## src/rtl/if_fetch_unit_if.sv

```systemverilog
// Memory-controller fetch port: level request with address,
// single-cycle done pulse carrying the instruction word.
interface if_fetch_unit_if;
   logic        mem_req;
   logic [31:0] mem_addr;
   logic        mem_done;
   logic [31:0] mem_inst;

   modport master (
      output mem_req,
      output mem_addr,
      input  mem_done,
      input  mem_inst
   );

   modport slave (
      input  mem_req,
      input  mem_addr,
      output mem_done,
      output mem_inst
   );
endinterface

```

## src/rtl/if_fetch_unit.sv

```systemverilog
// Instruction-fetch stage: PC, single outstanding fetch, BHT+BTB
// next-PC prediction and redirect on EX misprediction.
module if_fetch_unit #(
   parameter int          IDX_W    = 6,
   parameter logic [31:0] PC_RESET = 32'h0000_0000
) (
   input  logic                   clk,
   input  logic                   rst,
   input  logic                   stall_hold_i,
   input  logic                   branch_error_i,
   input  logic [31:0]            branch_target_i,
   input  logic                   upd_valid_i,
   input  logic [31:0]            upd_pc_i,
   input  logic                   upd_taken_i,
   input  logic [31:0]            upd_target_i,
   if_fetch_unit_if.master        mem,
   output logic [31:0]            pc_o,
   output logic [31:0]            inst_o,
   output logic                   predict_result_o,
   output logic [31:0]            next_pc_o,
   output logic                   stall_req_o
);

   localparam int N     = 2 ** IDX_W;
   localparam int TAG_W = 30 - IDX_W;

   typedef enum logic [1:0] {
      S_REQ,
      S_OUT,
      S_DROP
   } state_e;

   state_e state_q, state_d;

   logic [31:0] pc_q, pc_d;
   logic [31:0] fa_q, fa_d;
   logic [31:0] pco_q, pco_d;
   logic [31:0] inst_q, inst_d;
   logic [31:0] npc_q, npc_d;
   logic        pred_q, pred_d;
   logic        req_q, req_d;
   logic        stall_q, stall_d;

   logic [1:0]       bht_q [N];
   logic [1:0]       bht_d [N];
   logic [N-1:0]     btb_vld_q, btb_vld_d;
   logic [TAG_W-1:0] btb_tag_q [N];
   logic [31:0]      btb_tgt_q [N];

   logic [IDX_W-1:0] idx;
   logic [IDX_W-1:0] uidx;
   logic             hit;
   logic             taken;
   logic [31:0]      pnext;
   logic             btb_we;

   assign idx  = pc_q[IDX_W+1:2];
   assign uidx = upd_pc_i[IDX_W+1:2];

   always_comb begin
      hit   = btb_vld_q[idx] && (btb_tag_q[idx] == pc_q[31:IDX_W+2]);
      taken = hit && bht_q[idx][1];
      pnext = taken ? btb_tgt_q[idx] : pc_q + 32'd4;
   end

   assign btb_we = upd_valid_i && upd_taken_i;

   always_comb begin
      bht_d     = bht_q;
      btb_vld_d = btb_vld_q;
      if (upd_valid_i) begin
         if (upd_taken_i) begin
            if (bht_q[uidx] != 2'b11) bht_d[uidx] = bht_q[uidx] + 2'b01;
            btb_vld_d[uidx] = 1'b1;
         end else begin
            if (bht_q[uidx] != 2'b00) bht_d[uidx] = bht_q[uidx] - 2'b01;
         end
      end
   end

   always_comb begin
      state_d = state_q;
      pc_d    = pc_q;
      fa_d    = fa_q;
      pco_d   = pco_q;
      inst_d  = inst_q;
      npc_d   = npc_q;
      pred_d  = pred_q;
      if (branch_error_i) begin
         // redirect wins over everything; an in-flight fetch must still finish
         pc_d   = branch_target_i;
         pco_d  = '0;
         inst_d = '0;
         npc_d  = '0;
         pred_d = 1'b0;
         unique case (state_q)
            S_REQ: begin
               if (mem.mem_done) begin
                  fa_d    = branch_target_i;
                  state_d = S_REQ;
               end else begin
                  state_d = S_DROP;
               end
            end
            S_OUT: begin
               fa_d    = branch_target_i;
               state_d = S_REQ;
            end
            S_DROP: state_d = S_DROP;
            default: state_d = S_REQ;
         endcase
      end else begin
         unique case (state_q)
            S_REQ: begin
               if (mem.mem_done) begin
                  pco_d   = pc_q;
                  inst_d  = mem.mem_inst;
                  pred_d  = taken;
                  npc_d   = pnext;
                  pc_d    = pnext;
                  state_d = S_OUT;
               end
            end
            S_OUT: begin
               if (!stall_hold_i) begin
                  pco_d   = '0;
                  inst_d  = '0;
                  npc_d   = '0;
                  pred_d  = 1'b0;
                  fa_d    = pc_q;
                  state_d = S_REQ;
               end
            end
            S_DROP: begin
               if (mem.mem_done) begin
                  fa_d    = pc_q;
                  state_d = S_REQ;
               end
            end
            default: state_d = S_REQ;
         endcase
      end
      req_d   = (state_d != S_OUT);
      stall_d = (state_d != S_OUT);
   end

   always_ff @(posedge clk or posedge rst) begin
      if (rst) begin
         state_q   <= S_REQ;
         pc_q      <= PC_RESET;
         fa_q      <= PC_RESET;
         pco_q     <= '0;
         inst_q    <= '0;
         npc_q     <= '0;
         pred_q    <= 1'b0;
         req_q     <= 1'b1;
         stall_q   <= 1'b1;
         bht_q     <= '{default: 2'b01};
         btb_vld_q <= '0;
      end else begin
         state_q   <= state_d;
         pc_q      <= pc_d;
         fa_q      <= fa_d;
         pco_q     <= pco_d;
         inst_q    <= inst_d;
         npc_q     <= npc_d;
         pred_q    <= pred_d;
         req_q     <= req_d;
         stall_q   <= stall_d;
         bht_q     <= bht_d;
         btb_vld_q <= btb_vld_d;
      end
   end

   // tag/target are qualified by the valid bit, so they need no reset
   always_ff @(posedge clk) begin
      if (btb_we) begin
         btb_tag_q[uidx] <= upd_pc_i[31:IDX_W+2];
         btb_tgt_q[uidx] <= upd_target_i;
      end
   end

   assign mem.mem_req      = req_q;
   assign mem.mem_addr     = fa_q;
   assign pc_o             = pco_q;
   assign inst_o           = inst_q;
   assign predict_result_o = pred_q;
   assign next_pc_o        = npc_q;
   assign stall_req_o      = stall_q;

endmodule
```

## src/flat_wrapper.sv

```systemverilog
// flat-port wrapper written by rule: the top's interface ports become plain ports
module if_fetch_unit_flat 
#(
   parameter int          IDX_W    = 6,
   parameter logic [31:0] PC_RESET = 32'h0000_0000
)
  (clk, rst, stall_hold_i, branch_error_i, branch_target_i, upd_valid_i, upd_pc_i, upd_taken_i, upd_target_i, pc_o, inst_o, predict_result_o, next_pc_o, stall_req_o, mem_mem_req, mem_mem_addr, mem_mem_done, mem_mem_inst);
  if_fetch_unit_if mem_i ();
  input  logic clk;
  input  logic rst;
  input  logic stall_hold_i;
  input  logic branch_error_i;
  input  logic [31:0] branch_target_i;
  input  logic upd_valid_i;
  input  logic [31:0] upd_pc_i;
  input  logic upd_taken_i;
  input  logic [31:0] upd_target_i;
  output logic [31:0] pc_o;
  output logic [31:0] inst_o;
  output logic predict_result_o;
  output logic [31:0] next_pc_o;
  output logic stall_req_o;
  output wire logic [$bits(mem_i.mem_req)-1:0] mem_mem_req;
  output wire logic [$bits(mem_i.mem_addr)-1:0] mem_mem_addr;
  input wire logic [$bits(mem_i.mem_done)-1:0] mem_mem_done;
  input wire logic [$bits(mem_i.mem_inst)-1:0] mem_mem_inst;
  assign mem_mem_req = mem_i.mem_req;
  assign mem_mem_addr = mem_i.mem_addr;
  assign mem_i.mem_done = mem_mem_done;
  assign mem_i.mem_inst = mem_mem_inst;
  if_fetch_unit #(.IDX_W(IDX_W), .PC_RESET(PC_RESET)) u_core (.clk(clk), .rst(rst), .stall_hold_i(stall_hold_i), .branch_error_i(branch_error_i), .branch_target_i(branch_target_i), .upd_valid_i(upd_valid_i), .upd_pc_i(upd_pc_i), .upd_taken_i(upd_taken_i), .upd_target_i(upd_target_i), .mem(mem_i), .pc_o(pc_o), .inst_o(inst_o), .predict_result_o(predict_result_o), .next_pc_o(next_pc_o), .stall_req_o(stall_req_o));
endmodule
```

## config.mk

```make
export PLATFORM = sky130hd
export DESIGN_NAME = if_fetch_unit_flat
export DESIGN_NICKNAME = d
export VERILOG_FILES = /design/src/rtl/if_fetch_unit_if.sv /design/src/rtl/if_fetch_unit.sv /design/src/flat_wrapper.sv
export SDC_FILE = /design/constraint.sdc
export NUM_CORES = 2
export LEC_CHECK = 0
export BUFFER_PORTS_ARGS = -buffer_cell sky130_fd_sc_hd__buf_2
export CORE_ASPECT_RATIO = 1.1
export CORE_MARGIN = 2
export CORE_UTILIZATION = 45
export CTS_CLUSTER_DIAMETER = 50
export DETAILED_ROUTE_END_ITERATION = 7
export PLACE_DENSITY_LB_ADDON = 0.12
export SLEW_MARGIN = 10
export SYNTH_ARGS = -nofsm -noshare
export SYNTH_HDL_FRONTEND = slang
export SYNTH_SLANG_ARGS = --single-unit
export TNS_END_PERCENT = 50
```

## constraint.sdc

```tcl
create_clock -name clk -period 16.19 [get_ports clk]
set_clock_uncertainty 0.2 [all_clocks]
set_input_delay 4.0475 -clock clk [delete_from_list [all_inputs] [get_ports clk]]
set_output_delay 4.0475 -clock clk [all_outputs]
set_load 0.01 [all_outputs]
```

==> run summary <==
## Min path
* **worst-case hold path end point** u_core.btb_vld_q[12]
* **cell count of the worst hold path** 1
* **worst hold start** u_core.btb_vld_q[12]
* **worst hold path class** register to register

## Run
* **count of max-cap constraint violations** 0

## Yosys
* **cell area after synthesis** 153000 sq um
* **cell type with the highest aggregate area in the netlist** edfxtp_1
* **most common flop cell mapped by yosys** edfxtp_1
* **fraction of the yosys area taken by sequential cells** 0.7624
* **Synth Warn #** 0
* **portion of synthesized cell area occupied by the leading cell type** 0.7036
* **average size of a mapped cell** 21.46 sq um
* **synthesized instance count** 7126
* **number of synthesized register bits** 3940
* **fraction of registers with async set or reset after synthesis** 0.09036
* **top cells by area, synth** edfxtp_1 70%, mux4_2 15%, dfrtp_1 4.8%
* **count of flip-flops with a built-in enable after synthesis** 3584
* **syn_nets** 7264
* **distinct cell type count after synthesis** 73

## Critical path
* **CP Launch Type** register
* **Req. time, crit path** 16.79 ns
* **type of the worst setup path** register to register
* **register-to-register path setup slack** 8.05 ns
* **highest fanout seen on the critical path** 43
* **type of destination of the critical path** register
* **arrival time at the worst endpoint** 8.75 ns
* **Crit Reg-Reg Startpoint** u_core.pc_q[2]
* **number of cell instances on the worst register-to-register path** 14
* **endpoint of the lowest-slack register-to-register path** u_core.pc_q[20]

## Power
* **leakage power** 57.19 nW
* **overall power** 0.02459 W
* **power per cell area** 140.5 nW/um^2
* **peak supply drop** 111.9 uV

## Clocking
* **H-tree depth** 5
* **Sink Count** 3940
* **insertion delay of the later-clocked pin in the worst-skew pair** 0.98 ns
* **TritonCTS clock tree** built
* **Resize count post-CTS** 0
* **Root Buffer Master** clkbuf_16
* **Worst-path clk slew** 0.06 ns
* **total setup buffers inserted after CTS** 0
* **count of hold buffers inserted by post-cts repair** 0
* **clock buffer depth** 4
* **cts bufs inserted** 432

## Finish
* **area growth from synthesis to layout** 14.42%
* **fraction of layout instances using a drive strength above 1** 0.3101
* **post-layout net count** 7780
* **commonest non-fill, non-tap cell in the layout** edfxtp_1
* **commonest cells after routing, fill and taps aside** 3584 x edfxtp_1, 1004 x mux4_2, 442 x clkbuf_16
* **filler cell count in the final layout** 26770
* **Final Non-Filler Cells** 12570

## Detailed routing
* **Iteration-0 DRC Markers** 10550
* **length of the first detailed-routing pass in iterations** 6
* **aggregate routed wire length** 479.3 mm
* **residual antenna-violating net count after detailed routing** 0
* **routed length per placed instance** 38.15 um
* **via/cell ratio** 6.300
* **post-route DRC violation count** 0
* **via count** 79170

## Placement
* **final weighted congestion in routability-driven placement** 0.8475
* **half-perimeter wire length after placement** 266.5 mm
* **number of port buffers** 263
* **total placed cells including tap cells** 11730

## Global route
* **maximum number of pins on one net before global-route repair** 107
* **global-route wire length before repair** 655.2 mm
* **residual overflow from global routing** 0
* **via count of the first global-routing pass** 79050
* **global routing usage summed across all routing layers** 0.2754
* **antenna violations before repair** 44

## Floorplan
* **width of the chip** 559.9 um
* **area of the die** 344600 sq um
* **area of the placeable core** 338300 sq um
* **ports placed on the boundary** 266
* **die span in y** 615.5 um
* **Initial Utilization** 0.4521
* **row cnt** 224

## Timing
* **# setup viols final** 0
* **final period utilization** 0.5030
* **slew at the pin with the worst max-slew slack** 1.295 ns
* **RSZ-0062 raised after global routing** no
* **worst hold margin** 0.2622 ns
* **worst slew margin relative to its limit** 0.1347
* **Final Critical Period** 8.143 ns
* **Final Max Slew Viols** 0
* **final-layout setup total negative slack** 0 ns
* **Peak Freq** 122.8 MHz
* **Hold Violations, Final** 0

## Run status
* **status** complete, no violations

-- state kept, by name, summed over array words and instances, names as in the netlist, 32 cells and up, named ones only --
register	count
u_core.pc_q	32
u_core.btb_tag_q	1536
u_core.pc_o	32
u_core.inst_o	32
u_core.bht_q	64
u_core.btb_vld_q	64
u_core.next_pc_o	32
u_core.btb_tgt_q	2048
u_core.mem.mem_addr	32
-- routing by layer --
layer / track usage / up-vias / wire length [um]
met4: 0.1044 / 6 / 20120
met2: 0.4520 / 3716 / 235800
li1: - / 30950 / -
met5: 0 / - / 41
met3: 0.03919 / 810 / 35270
met1: 0.3755 / 43690 / 188100
-- final cells by class --
class,count,area [sq um],share of cell area
inverter,13,68.82,0.0003932
clock inverter,273,2970,0.01697
clock buffer,526,11520,0.06580
antenna,39,97.59,0.0005576
timing repair buffer,501,3298,0.01885
multi-input combinational,2754,34770,0.1987
sequential,3940,116600,0.6664
tap,4520,5655,0.03231
-- stage by stage --
stage	area, sq um	setup slack, ns	utilization
after floorplan	153000	2.173	-
after global placement	160400	7.776	0.4742
after detailed placement	160400	7.596	0.4742
after CTS	174900	7.938	0.5170
after global routing	175000	7.635	0.5172
final	175000	8.047	0.5174
-- worst max-delay path: stages, from the launching register on --
cell       delay, ns
dfrtp_4         1.06
buf_4           0.64
buf_4           0.74
buf_4           0.85
mux4_2          0.62
o22ai_1         0.23
a211oi_1        0.13
a22oi_1         0.33
xor2_1          0.39
o2111ai_1       0.26
nor4_4          0.19
buf_4           0.59
nand4_4         0.60
mux2i_1         0.76
o21ai_0         0.17
-- logic make-up (layout without fill, tap and decap cells) --
kind of cell | after synthesis | in the layout | share of synthesized area
buffers and inverters | 432 | 1313 | 0.01410
multiplexers | 1305 | 1305 | 0.1682
other | 0 | 39 | 0
AND/OR/NAND/NOR | 794 | 794 | 0.02482
XOR/XNOR | 46 | 46 | 0.002634
AO/OA/AOI/OAI | 605 | 605 | 0.02757
flip-flops | 3940 | 3940 | 0.7624
adder cells (fa/ha/maj) | 4 | 4 | 0.0003109
-- worst max-delay path by stage --
| stage | startpoint | endpoint | slack (ns) | depth (start not counted) |
|---|---|---|---|---|
| after global routing | u_core.pc_q[2] | u_core.pc_q[20] | 7.64 | 14 |
| final | u_core.pc_q[2] | u_core.pc_q[20] | 8.05 | 14 |
| after detailed placement | upd_pc_i[3] | u_core.btb_tgt_q[55][1] | 7.60 | 7 |
| after CTS | u_core.pc_q[2] | u_core.next_pc_o[20] | 7.94 | 14 |
| after floorplan | rst | u_core.bht_q[101] | 2.17 | 1 |
| after global placement | upd_pc_i[2] | u_core.btb_tgt_q[55][3] | 7.78 | 7 |
-- synthesized netlist by cell type, types with 12 or more instances --
cell and count:
edfxtp_1 3584, mux4_2 1004, nand2_1 325, dfrtp_1 291, mux2i_1 224, clkbuf_1 197, o21ai_0 150, a22oi_1 149
nor2_1 135, buf_2 107, mux2_2 77, a22o_1 72, or2_2 68, dfstp_2 65, nand3_1 62, a21oi_1 46
buf_1 45, and3_1 38, a221oi_1 37, buf_4 35, nor3_1 35, buf_6 33, nor2b_1 27, nand4_1 25
xor2_1 24, o22ai_1 22, xnor2_1 22, a31oi_1 15, o21ai_1 14, inv_1 13, nand2b_1 12
-- power by group --
group          internal [W]  total (W)  switching (W)
logic               0.00130    0.00310        0.00180
clock network       0.00589     0.0100        0.00412
registers            0.0113     0.0115       0.000182
total                0.0185     0.0246        0.00611
(Power assumes the default switching activity.)
